## config.mk

```make
export PLATFORM = sky130hd
export DESIGN_NAME = cache_ctrl
export DESIGN_NICKNAME = d
export VERILOG_FILES = /design/src/rtl/cache_ctrl.sv
export SDC_FILE = /design/constraint.sdc
export NUM_CORES = 1
export LEC_CHECK = 0
export CORE_MARGIN = 2
export CORE_UTILIZATION = 49
export DETAILED_ROUTE_END_ITERATION = 10
export DONT_BUFFER_PORTS = 1
export PLACE_DENSITY = 0.75
export SYNTH_ARGS = -nofsm -noshare
export SYNTH_HDL_FRONTEND = slang
export SYNTH_SLANG_ARGS = --single-unit
```

## constraint.sdc

```tcl
create_clock -name clk -period 3.5 [get_ports clk]
set_input_delay 0.525 -clock clk [delete_from_list [all_inputs] [get_ports clk]]
set_output_delay 0.525 -clock clk [all_outputs]
set_load 0.02 [all_outputs]
```

## src/rtl/cache_ctrl.sv

```systemverilog
// Direct-mapped, write-through, no-write-allocate cache controller in front of
// a single-port byte RAM with combinational read data.
module cache_ctrl #(
  parameter int DATA_WIDTH  = 8,
  parameter int ADDR_WIDTH  = 11,
  parameter int INDEX_BITS  = 3,
  parameter int OFFSET_BITS = 2
) (
  input  logic                  clk,
  input  logic                  reset,
  input  logic                  cpu_req,
  input  logic                  cpu_wr,
  input  logic [ADDR_WIDTH-1:0] cpu_addr,
  input  logic [DATA_WIDTH-1:0] cpu_din,
  output logic                  cpu_ready,
  output logic                  cpu_done,
  output logic [DATA_WIDTH-1:0] cpu_dout,
  output logic                  cpu_hit,
  output logic [ADDR_WIDTH-1:0] mem_addr,
  output logic [DATA_WIDTH-1:0] mem_din,
  output logic                  mem_wr,
  input  logic [DATA_WIDTH-1:0] mem_dout
);

  localparam int TAG_BITS = ADDR_WIDTH - INDEX_BITS - OFFSET_BITS;
  localparam int LINES    = 1 << INDEX_BITS;
  localparam int WORDS    = 1 << OFFSET_BITS;

  typedef enum logic [2:0] {IDLE, LOOKUP, REFILL, WRITE, RESPOND} state_t;

  state_t                  state, state_next;
  logic                    lat_wr;
  logic [ADDR_WIDTH-1:0]   lat_addr;
  logic [DATA_WIDTH-1:0]   lat_din;
  logic [OFFSET_BITS-1:0]  count;
  logic [LINES-1:0]        valid;
  logic [TAG_BITS-1:0]     tag_mem  [LINES];
  logic [DATA_WIDTH-1:0]   data_mem [LINES*WORDS];

  logic [TAG_BITS-1:0]     lat_tag;
  logic [INDEX_BITS-1:0]   lat_index;
  logic [OFFSET_BITS-1:0]  lat_offset;
  logic                    hit;
  logic                    refill_last;

  assign {lat_tag, lat_index, lat_offset} = lat_addr;
  assign hit         = valid[lat_index] && (tag_mem[lat_index] == lat_tag);
  assign refill_last = (count == {OFFSET_BITS{1'b1}});

  // NOTE: every output is given a default first so no path leaves a latch behind.
  always_comb begin
    state_next = state;
    cpu_ready  = 1'b0;
    cpu_done   = 1'b0;
    mem_addr   = '0;
    mem_din    = '0;
    mem_wr     = 1'b0;
    unique case (state)
      IDLE: begin
        cpu_ready = 1'b1;
        if (cpu_req) state_next = LOOKUP;
      end
      LOOKUP: begin
        if (lat_wr)   state_next = WRITE;
        else if (hit) state_next = RESPOND;
        else          state_next = REFILL;
      end
      REFILL: begin
        mem_addr = {lat_tag, lat_index, count};
        if (refill_last) state_next = RESPOND;
      end
      WRITE: begin
        mem_addr   = lat_addr;
        mem_din    = lat_din;
        mem_wr     = 1'b1;
        state_next = RESPOND;
      end
      RESPOND: begin
        cpu_done   = 1'b1;
        state_next = IDLE;
      end
      default: state_next = IDLE;
    endcase
  end

  // NOTE: state uses non-blocking assignments so every register samples pre-edge values.
  always_ff @(posedge clk or posedge reset) begin
    if (reset) begin
      state    <= IDLE;
      valid    <= '0;
      lat_wr   <= 1'b0;
      lat_addr <= '0;
      lat_din  <= '0;
      count    <= '0;
      cpu_dout <= '0;
      cpu_hit  <= 1'b0;
    end else begin
      state <= state_next;
      unique case (state)
        IDLE: begin
          if (cpu_req) begin
            lat_wr   <= cpu_wr;
            lat_addr <= cpu_addr;
            lat_din  <= cpu_din;
          end
        end
        LOOKUP: begin
          count   <= '0;
          cpu_hit <= hit;
          if (!lat_wr && hit) cpu_dout <= data_mem[{lat_index, lat_offset}];
        end
        REFILL: begin
          count <= count + 1'b1;
          if (count == lat_offset) cpu_dout <= mem_dout;
          if (refill_last) begin
            valid[lat_index] <= 1'b1;
            cpu_hit          <= 1'b0;
          end
        end
        default: ;
      endcase
    end
  end

  // NOTE: tag and data arrays carry no reset; the valid bits alone make stale contents harmless.
  always_ff @(posedge clk) begin
    if (state == REFILL) begin
      data_mem[{lat_index, count}] <= mem_dout;
      if (refill_last) tag_mem[lat_index] <= lat_tag;
    end else if (state == WRITE && hit) begin
      data_mem[{lat_index, lat_offset}] <= lat_din;
    end
  end

endmodule

```

==> results.py, run 1 <==
metrics = {
    "run_status": {
        "status": "complete, no violations",
    },
    "sta": {
        "fmax_mhz": 294.7,
        "tightest_slew_ns": 0.8439,
        "period_needed_ns": 3.393,
        "setup_viol": 0,
        "hold_viol_final": 0,
        "skew_ns": 0.02209,
        "fin_tns_setup_ns": 0,
        "period_share_pct": 96.95,
        "final.setup.worst_slack_ns": 0.1069,
        "slew-limit-headroom_pct": 43.74,
        "maxSlewViolCount": 0,
        "rsz0062_at_grt": "no",
    },
    "synthesis": {
        "synth_xor_area_share_pct": 0.1870,
        "synth_top_family_by_area": "multiplexers",
        "yosysWarnings": 0,
        "avgSynthCellArea_sq_um": 18.46,
        "synth_compound_area_share_pct": 3.357,
        "synth-edff-count": 304,
        "synth.top_cell.area_share_pct": 64.97,
        "synth_cells": 761,
        "synthArstFlopShare_pct": 12.14,
        "yosysTopAreaCell": "edfxtp_1",
        "synthSimpleGateAreaFrac_pct": 5.432,
        "ys_seq_area_share_pct": 72.46,
        "synthAdderAreaFrac_pct": 0.08906,
        "ys_types": 48,
        "synthMuxAreaShare_pct": 16.80,
        "ys.flop_type": "edfxtp_1",
        "synth_fp_nets": 793,
        "synth.cell_area_sq_um": 14050,
        "synth_area_leaders": "edfxtp_1 (65%), mux4_2 (11%), dfrtp_1 (7.5%)",
        "ys_ff_latch": 346,
    },
    "floorplan": {
        "rows": 61,
        "ios": 62,
        "die_area_sq_um": 30040,
        "dieWidth_um": 173.3,
        "die_h_um": 173.3,
        "start_util_pct": 50.16,
        "core_sq_um": 28010,
    },
    "detailed_routing": {
        "ant_nets": 0,
        "vias": 7459,
        "drtIter0Drc": 853,
        "wl_um": 31320,
        "drc_errors": 0,
        "vias_per_cell": 6.129,
        "first_pass_iters": 5,
        "wl_per_cell_um": 25.74,
    },
    "critical_path": {
        "worst_path_most_repeated_cell": "buf_4",
        "slowest_delay_ns": 0.68,
        "critPathSlowestCell": "a31oi_4",
        "critPathTopFamily": "compound AO/OA/AOI/OAI gates",
        "start_kind": "flop",
        "worstSetupPathType": "reg2reg",
        "worstSetupEndpointType": "flop",
        "critPathBufInv": 3,
        "critPathArrivalTime_ns": 3.62,
        "cp.required_ns": 3.72,
        "crit_chain": "buf_4 -> mux4_2 -> mux2_2 -> o2111ai_1 -> nor4b_4 -> buf_4 -> buf_4 -> a31oi_4 -> nor2_4",
        "crit_fanout": 19,
    },
    "placed_design": {
        "dpl_worst_slack_ns": -0.1807,
        "finalWeightedCongestion": 0.8621,
        "io_buffers": 0,
        "dp_hpwl_um": 21130,
    },
    "clock_tree": {
        "clkTransAtPathRegs_ns": 0.06,
        "tritoncts": "done",
        "cts-buffers-inserted": 35,
        "clk_latency_ns": 0.52,
        "hold_buffers": 0,
        "ctsLongestPathBuffers": 3,
        "clockRootBuffer": "clkbuf_16",
        "ctsHtreeMaxLevel": 2,
        "clock_sinks": 346,
    },
    "finish": {
        "final_common_cell": "edfxtp_1",
        "antennaDiodeCount": 0,
        "nNetsFinal": 846,
        "layout-drive-gt1-share_pct": 32.30,
        "syn_to_final_growth_pct": 14.93,
        "final_cell_mix": "edfxtp_1 (304), mux4_2 (66), buf_4 (51), dfrtp_1 (39), mux2_2 (38)",
    },
    "pwr": {
        "p_seq_share_pct": 41.1,
        "leakage_nw": 5.391,
        "p_int_mw": 9.019,
        "vdd_drop_max_mv": 0.4984,
        "pwr-share-clk_pct": 28.8,
        "power.density_nw_per_um2": 822.2,
        "p_sw_mw": 4.257,
        "swShare_pct": 32.06,
        "combPwrFrac_pct": 30.1,
    },
    "grt": {
        "grt-ovfl-total": 0,
        "grt_max_degree": 43,
        "grt_pass1_vias": 7436,
        "gr-usage-all-layers_pct": 21.00,
        "antenna_found_initial": 0,
        "grt_pass1_wl_um": 47440,
    },
    "worst_hold_path": {
        "hold_class": "in2async",
    },
    "flow_run": {
        "cap_violations": 0,
    },
}
## cells in the mapped netlist (2+ instances only)
cell type  count
mux2_1         8
a31oi_4        3
dfrtp_1       42
mux2_4         4
o21ai_0       18
and3_1         9
nand2b_1       8
xnor2_1        2
nand2_1       21
a211oi_1       6
nor2_1        63
o221a_2        2
mux4_1         4
nor4_1         2
nand3_1        4
mux2i_1       19
mux2_2        38
buf_2         12
mux4_2        66
o211ai_1       3
or3_1          5
a21oi_1        8
a22oi_1        3
buf_1          5
a31oi_1        7
nor3b_1        2
o22ai_1       12
buf_4          2
nor2b_1        8
inv_1         10
and2_1        11
edfxtp_1     304
or2_2          9
nor3_1         7
clkbuf_1      21
## cell families (layout without fill, tap and decap cells)
logic type               count (synthesis)  after routing
XOR/XNOR                                 3              3
AO/OA/AOI/OAI                           67             67
buffers and inverters                   52            130
adder cells (fa/ha/maj)                  1              1
flip-flops                             346            346
multiplexers                           139            139
AND/OR/NAND/NOR                        153            153
## worst register-to-register path, cell delays in order, from the launching register on
cell and delay (ns):
dfrtp_4 0.59, buf_4 0.24, mux4_2 0.52, mux2_2 0.29, o2111ai_1 0.15, nor4b_4 0.08, buf_4 0.17, buf_4 0.18
a31oi_4 0.68, nor2_4 0.19
## metal layers
| metal | share of wire (%) | wire [um] | global-route usage [%] |
|---|---|---|---|
| met3 | 8.2 | 2582 | 3.333 |
| met2 | 47 | 14840 | 33.43 |
| met4 | 2.8 | 881 | 6.144 |
| met5 | 0 | 0 | 0 |
| met1 | 42 | 13020 | 30.35 |
## power groups by stage
stage | Combinational (mW) | Clock (mW) | Sequential (mW)
final | 4.00 | 3.82 | 5.45
after detailed placement | 3.89 | 0 | 5.53
after floorplan | 2.87 | 0 | 5.22
after global placement | 3.82 | 0 | 5.51
after global routing | 4.24 | 4.03 | 5.50
after CTS | 3.94 | 3.86 | 5.46
## through the flow
stage | std cells | hold WS [ns] | util (%) | total power, mW | area (sq um)
floorplan | 761 | 0.4337 | - | 8.082 | 14050
global placement | 1154 | 0.4477 | 53.00 | 9.333 | 14850
detailed placement | 1154 | 0.4526 | 53.00 | 9.420 | 14850
CTS | 1216 | 0.03737 | 57.41 | 13.26 | 16080
global route | 1217 | 0.08048 | 57.65 | 13.76 | 16150
finish | 1217 | 0.04104 | 57.65 | 13.28 | 16150
## flip-flops by register name, indices dropped and copies added (netlist names)
register / count
count: 2
cpu_dout: 8
lat_wr: 1
state: 3
cpu_hit: 1
valid: 8
tag_mem: 48
lat_din: 8
lat_addr: 11
data_mem: 256
## area by class of cell
cell class	count	area, sq um
Sequential cell	346	10190
Clock buffer	42	933.4
Clock inverter	20	245.2
Timing Repair Buffer	58	523.0
Inverter	10	37.54
Tap cell	378	473.0
Fill cell	2014	11860
Multi-Input combinational cell	363	3746
## repair_timing
| item | 4_1_cts | 5_1_grt |
|---|---|---|
| buffers inserted | 0 | 1 |
| pin swaps | 0 | 2 |
| setup endpoints to repair | 218 | 168 |
| resized for setup | 23 | 15 |
## worst paths after layout
check | to | startpoint | slack, ns | cells past startpoint
hold reg to reg | valid[0] | valid[0] | 0.47 | 1
setup reg to reg | data_mem[29][5] | lat_addr[2] | 0.11 | 9
setup / recovery | data_mem[29][5] | lat_addr[2] | 0.11 | 9
min in group clk | lat_din[5] | cpu_din[5] | 0.16 | 1
hold / removal | cpu_dout[0] | reset | 0.04 | 2
max in group asynchronous | lat_addr[2] | reset | 3.04 | 2
Power figures use the tool's default switching activity.
==> run 2: changes to the inputs <==
PLACE_DENSITY = not set   (was 0.75)
==> results.py, run 2 (same netlist as run 1, synthesis figures left out) <==
metrics = {
    "floorplan": {
        "die_area_sq_um": 30040,
        "dieWidth_um": 173.3,
        "ios": 62,
        "rows": 61,
        "start_util_pct": 50.16,
        "die_h_um": 173.3,
        "core_sq_um": 28010,
    },
    "clock_tree": {
        "clock_sinks": 346,
        "postCtsSetupBuffers": 0,
        "cts-buffers-inserted": 38,
        "ctsHtreeMaxLevel": 2,
        "clkTransAtPathRegs_ns": 0.06,
        "clk_latency_ns": 0.54,
        "clockRootBuffer": "clkbuf_16",
        "post_cts_resize_count": 0,
        "tritoncts": "done",
        "ctsLongestPathBuffers": 3,
        "hold_buffers": 0,
    },
    "grt": {
        "grt_pass1_vias": 7545,
        "grt_pass1_wl_um": 47620,
        "grt-ovfl-total": 0,
        "grt_max_degree": 43,
        "gr-usage-all-layers_pct": 21.35,
        "antenna_found_initial": 0,
    },
    "detailed_routing": {
        "first_pass_iters": 7,
        "wl_per_cell_um": 25.26,
        "drc_errors": 0,
        "vias": 7279,
        "wl_um": 31350,
        "vias_per_cell": 5.865,
        "ant_nets": 0,
        "drtIter0Drc": 784,
    },
    "run_status": {
        "status": "complete, no violations",
    },
    "sta": {
        "period_needed_ns": 3.231,
        "rsz0062_at_grt": "no",
        "setup_viol": 0,
        "fin_tns_setup_ns": 0,
        "final.setup.worst_slack_ns": 0.2689,
        "maxSlewViolCount": 0,
        "fmax_mhz": 309.5,
        "hold_viol_final": 0,
        "period_share_pct": 92.32,
        "tightest_slew_ns": 0.9274,
        "slew-limit-headroom_pct": 37.94,
        "skew_ns": 0.02420,
    },
    "finish": {
        "antennaDiodeCount": 0,
        "reg_top3": "data_mem: 256 flops, tag_mem: 48 flops, lat_addr: 11 flops",
        "final_util_pct": 57.71,
        "final_cell_mix": "edfxtp_1 (304), mux4_2 (66), buf_4 (65), nor2_1 (63), dfrtp_1 (39)",
        "largest_register_ffs": 256,
        "top_register": "data_mem",
        "nNetsFinal": 866,
        "final_common_cell": "edfxtp_1",
        "nFillCells": 2087,
        "syn_to_final_growth_pct": 15.05,
        "layout-drive-gt1-share_pct": 29.90,
    },
    "critical_path": {
        "cp.required_ns": 3.72,
        "critPathSlowestCell": "dfrtp_4",
        "critPathTopFamily": "buffers and inverters",
        "worstSetupPathType": "reg2reg",
        "start_kind": "flop",
        "worst_path_most_repeated_cell": "buf_4",
        "slowest_delay_ns": 0.57,
        "critPathBufInv": 4,
        "critPathArrivalTime_ns": 3.45,
        "worstSetupEndpointType": "flop",
        "crit_fanout": 16,
        "crit_chain": "buf_4 -> mux2_2 -> o22ai_1 -> or3_1 -> o2111ai_1 -> nor4b_4 -> buf_12 -> a31oi_1 -> buf_4 -> nor2_1 -> buf_4",
    },
    "placed_design": {
        "dpl_worst_slack_ns": 0.2077,
        "io_buffers": 0,
        "dp_hpwl_um": 20770,
        "finalWeightedCongestion": 0.8374,
    },
    "flow_run": {
        "cap_violations": 0,
    },
    "pwr": {
        "leakage_nw": 5.488,
        "vdd_drop_max_mv": 0.3953,
        "total_power_mw": 12.90,
        "power.density_nw_per_um2": 798.0,
    },
    "worst_hold_path": {
        "hold_class": "in2async",
    },
}
-- run 2: area by class of cell --
class | instances | area [sq um] | area share, %
sequential | 346 | 10190 | 63.03
multi-input combinational | 363 | 3633 | 22.48
clock buffer | 47 | 984.7 | 6.092
timing repair buffer | 75 | 688.2 | 4.257
tap | 378 | 473.0 | 2.926
clock inverter | 22 | 158.9 | 0.9830
inverter | 10 | 37.54 | 0.2322
-- run 2: power by group --
part | internal [mW] | leakage, nW | switching, mW
logic | 1.73 | 1.69 | 2.06
clock network | 2.09 | 0.549 | 1.55
registers | 4.92 | 3.25 | 0.541
total | 8.75 | 5.49 | 4.15
-- run 2: stage by stage --
stage / hold slack, ns / instance area [sq um] / instances
after detailed placement: 0.4497 / 15020 / 1172
after floorplan: 0.4337 / 14050 / 761
final: 0.06879 / 16160 / 1241
after global placement: 0.4481 / 15020 / 1172
after global routing: 0.1368 / 16160 / 1241
after CTS: 0.09159 / 16160 / 1241
-- run 2: path summary, 6_finish.rpt --
| kind | cells after the start | to | start | slack (ns) |
|---|---|---|---|---|
| max | 11 | data_mem[20][5] | lat_addr[2] | 0.27 |
| min | 1 | state[1] | reset | 0.07 |
| max reg2reg | 11 | data_mem[20][5] | lat_addr[2] | 0.27 |
| min reg2reg | 1 | valid[4] | valid[4] | 0.47 |
| max in group asynchronous | 1 | lat_addr[2] | reset | 2.79 |
| min in group clk | 1 | lat_din[6] | cpu_din[6] | 0.16 |
-- run 2: per-layer routing --
metal	part of all wire, %	track usage (%)	routed length [um]	vias up
met2	48	33.83	14920	291
li1	-	-	-	3169
met5	0	0	0	-
met1	43	30.24	13430	3774
met3	7.4	4.627	2330	45
met4	2.1	6.003	664	0
-- run 2: worst register-to-register path, stage by stage (launching register included) --
cell,delay (ns)
dfrtp_4,0.57
buf_4,0.23
mux2_2,0.34
o22ai_1,0.22
or3_1,0.19
o2111ai_1,0.21
nor4b_4,0.31
buf_12,0.20
a31oi_1,0.10
buf_4,0.20
nor2_1,0.18
buf_4,0.19
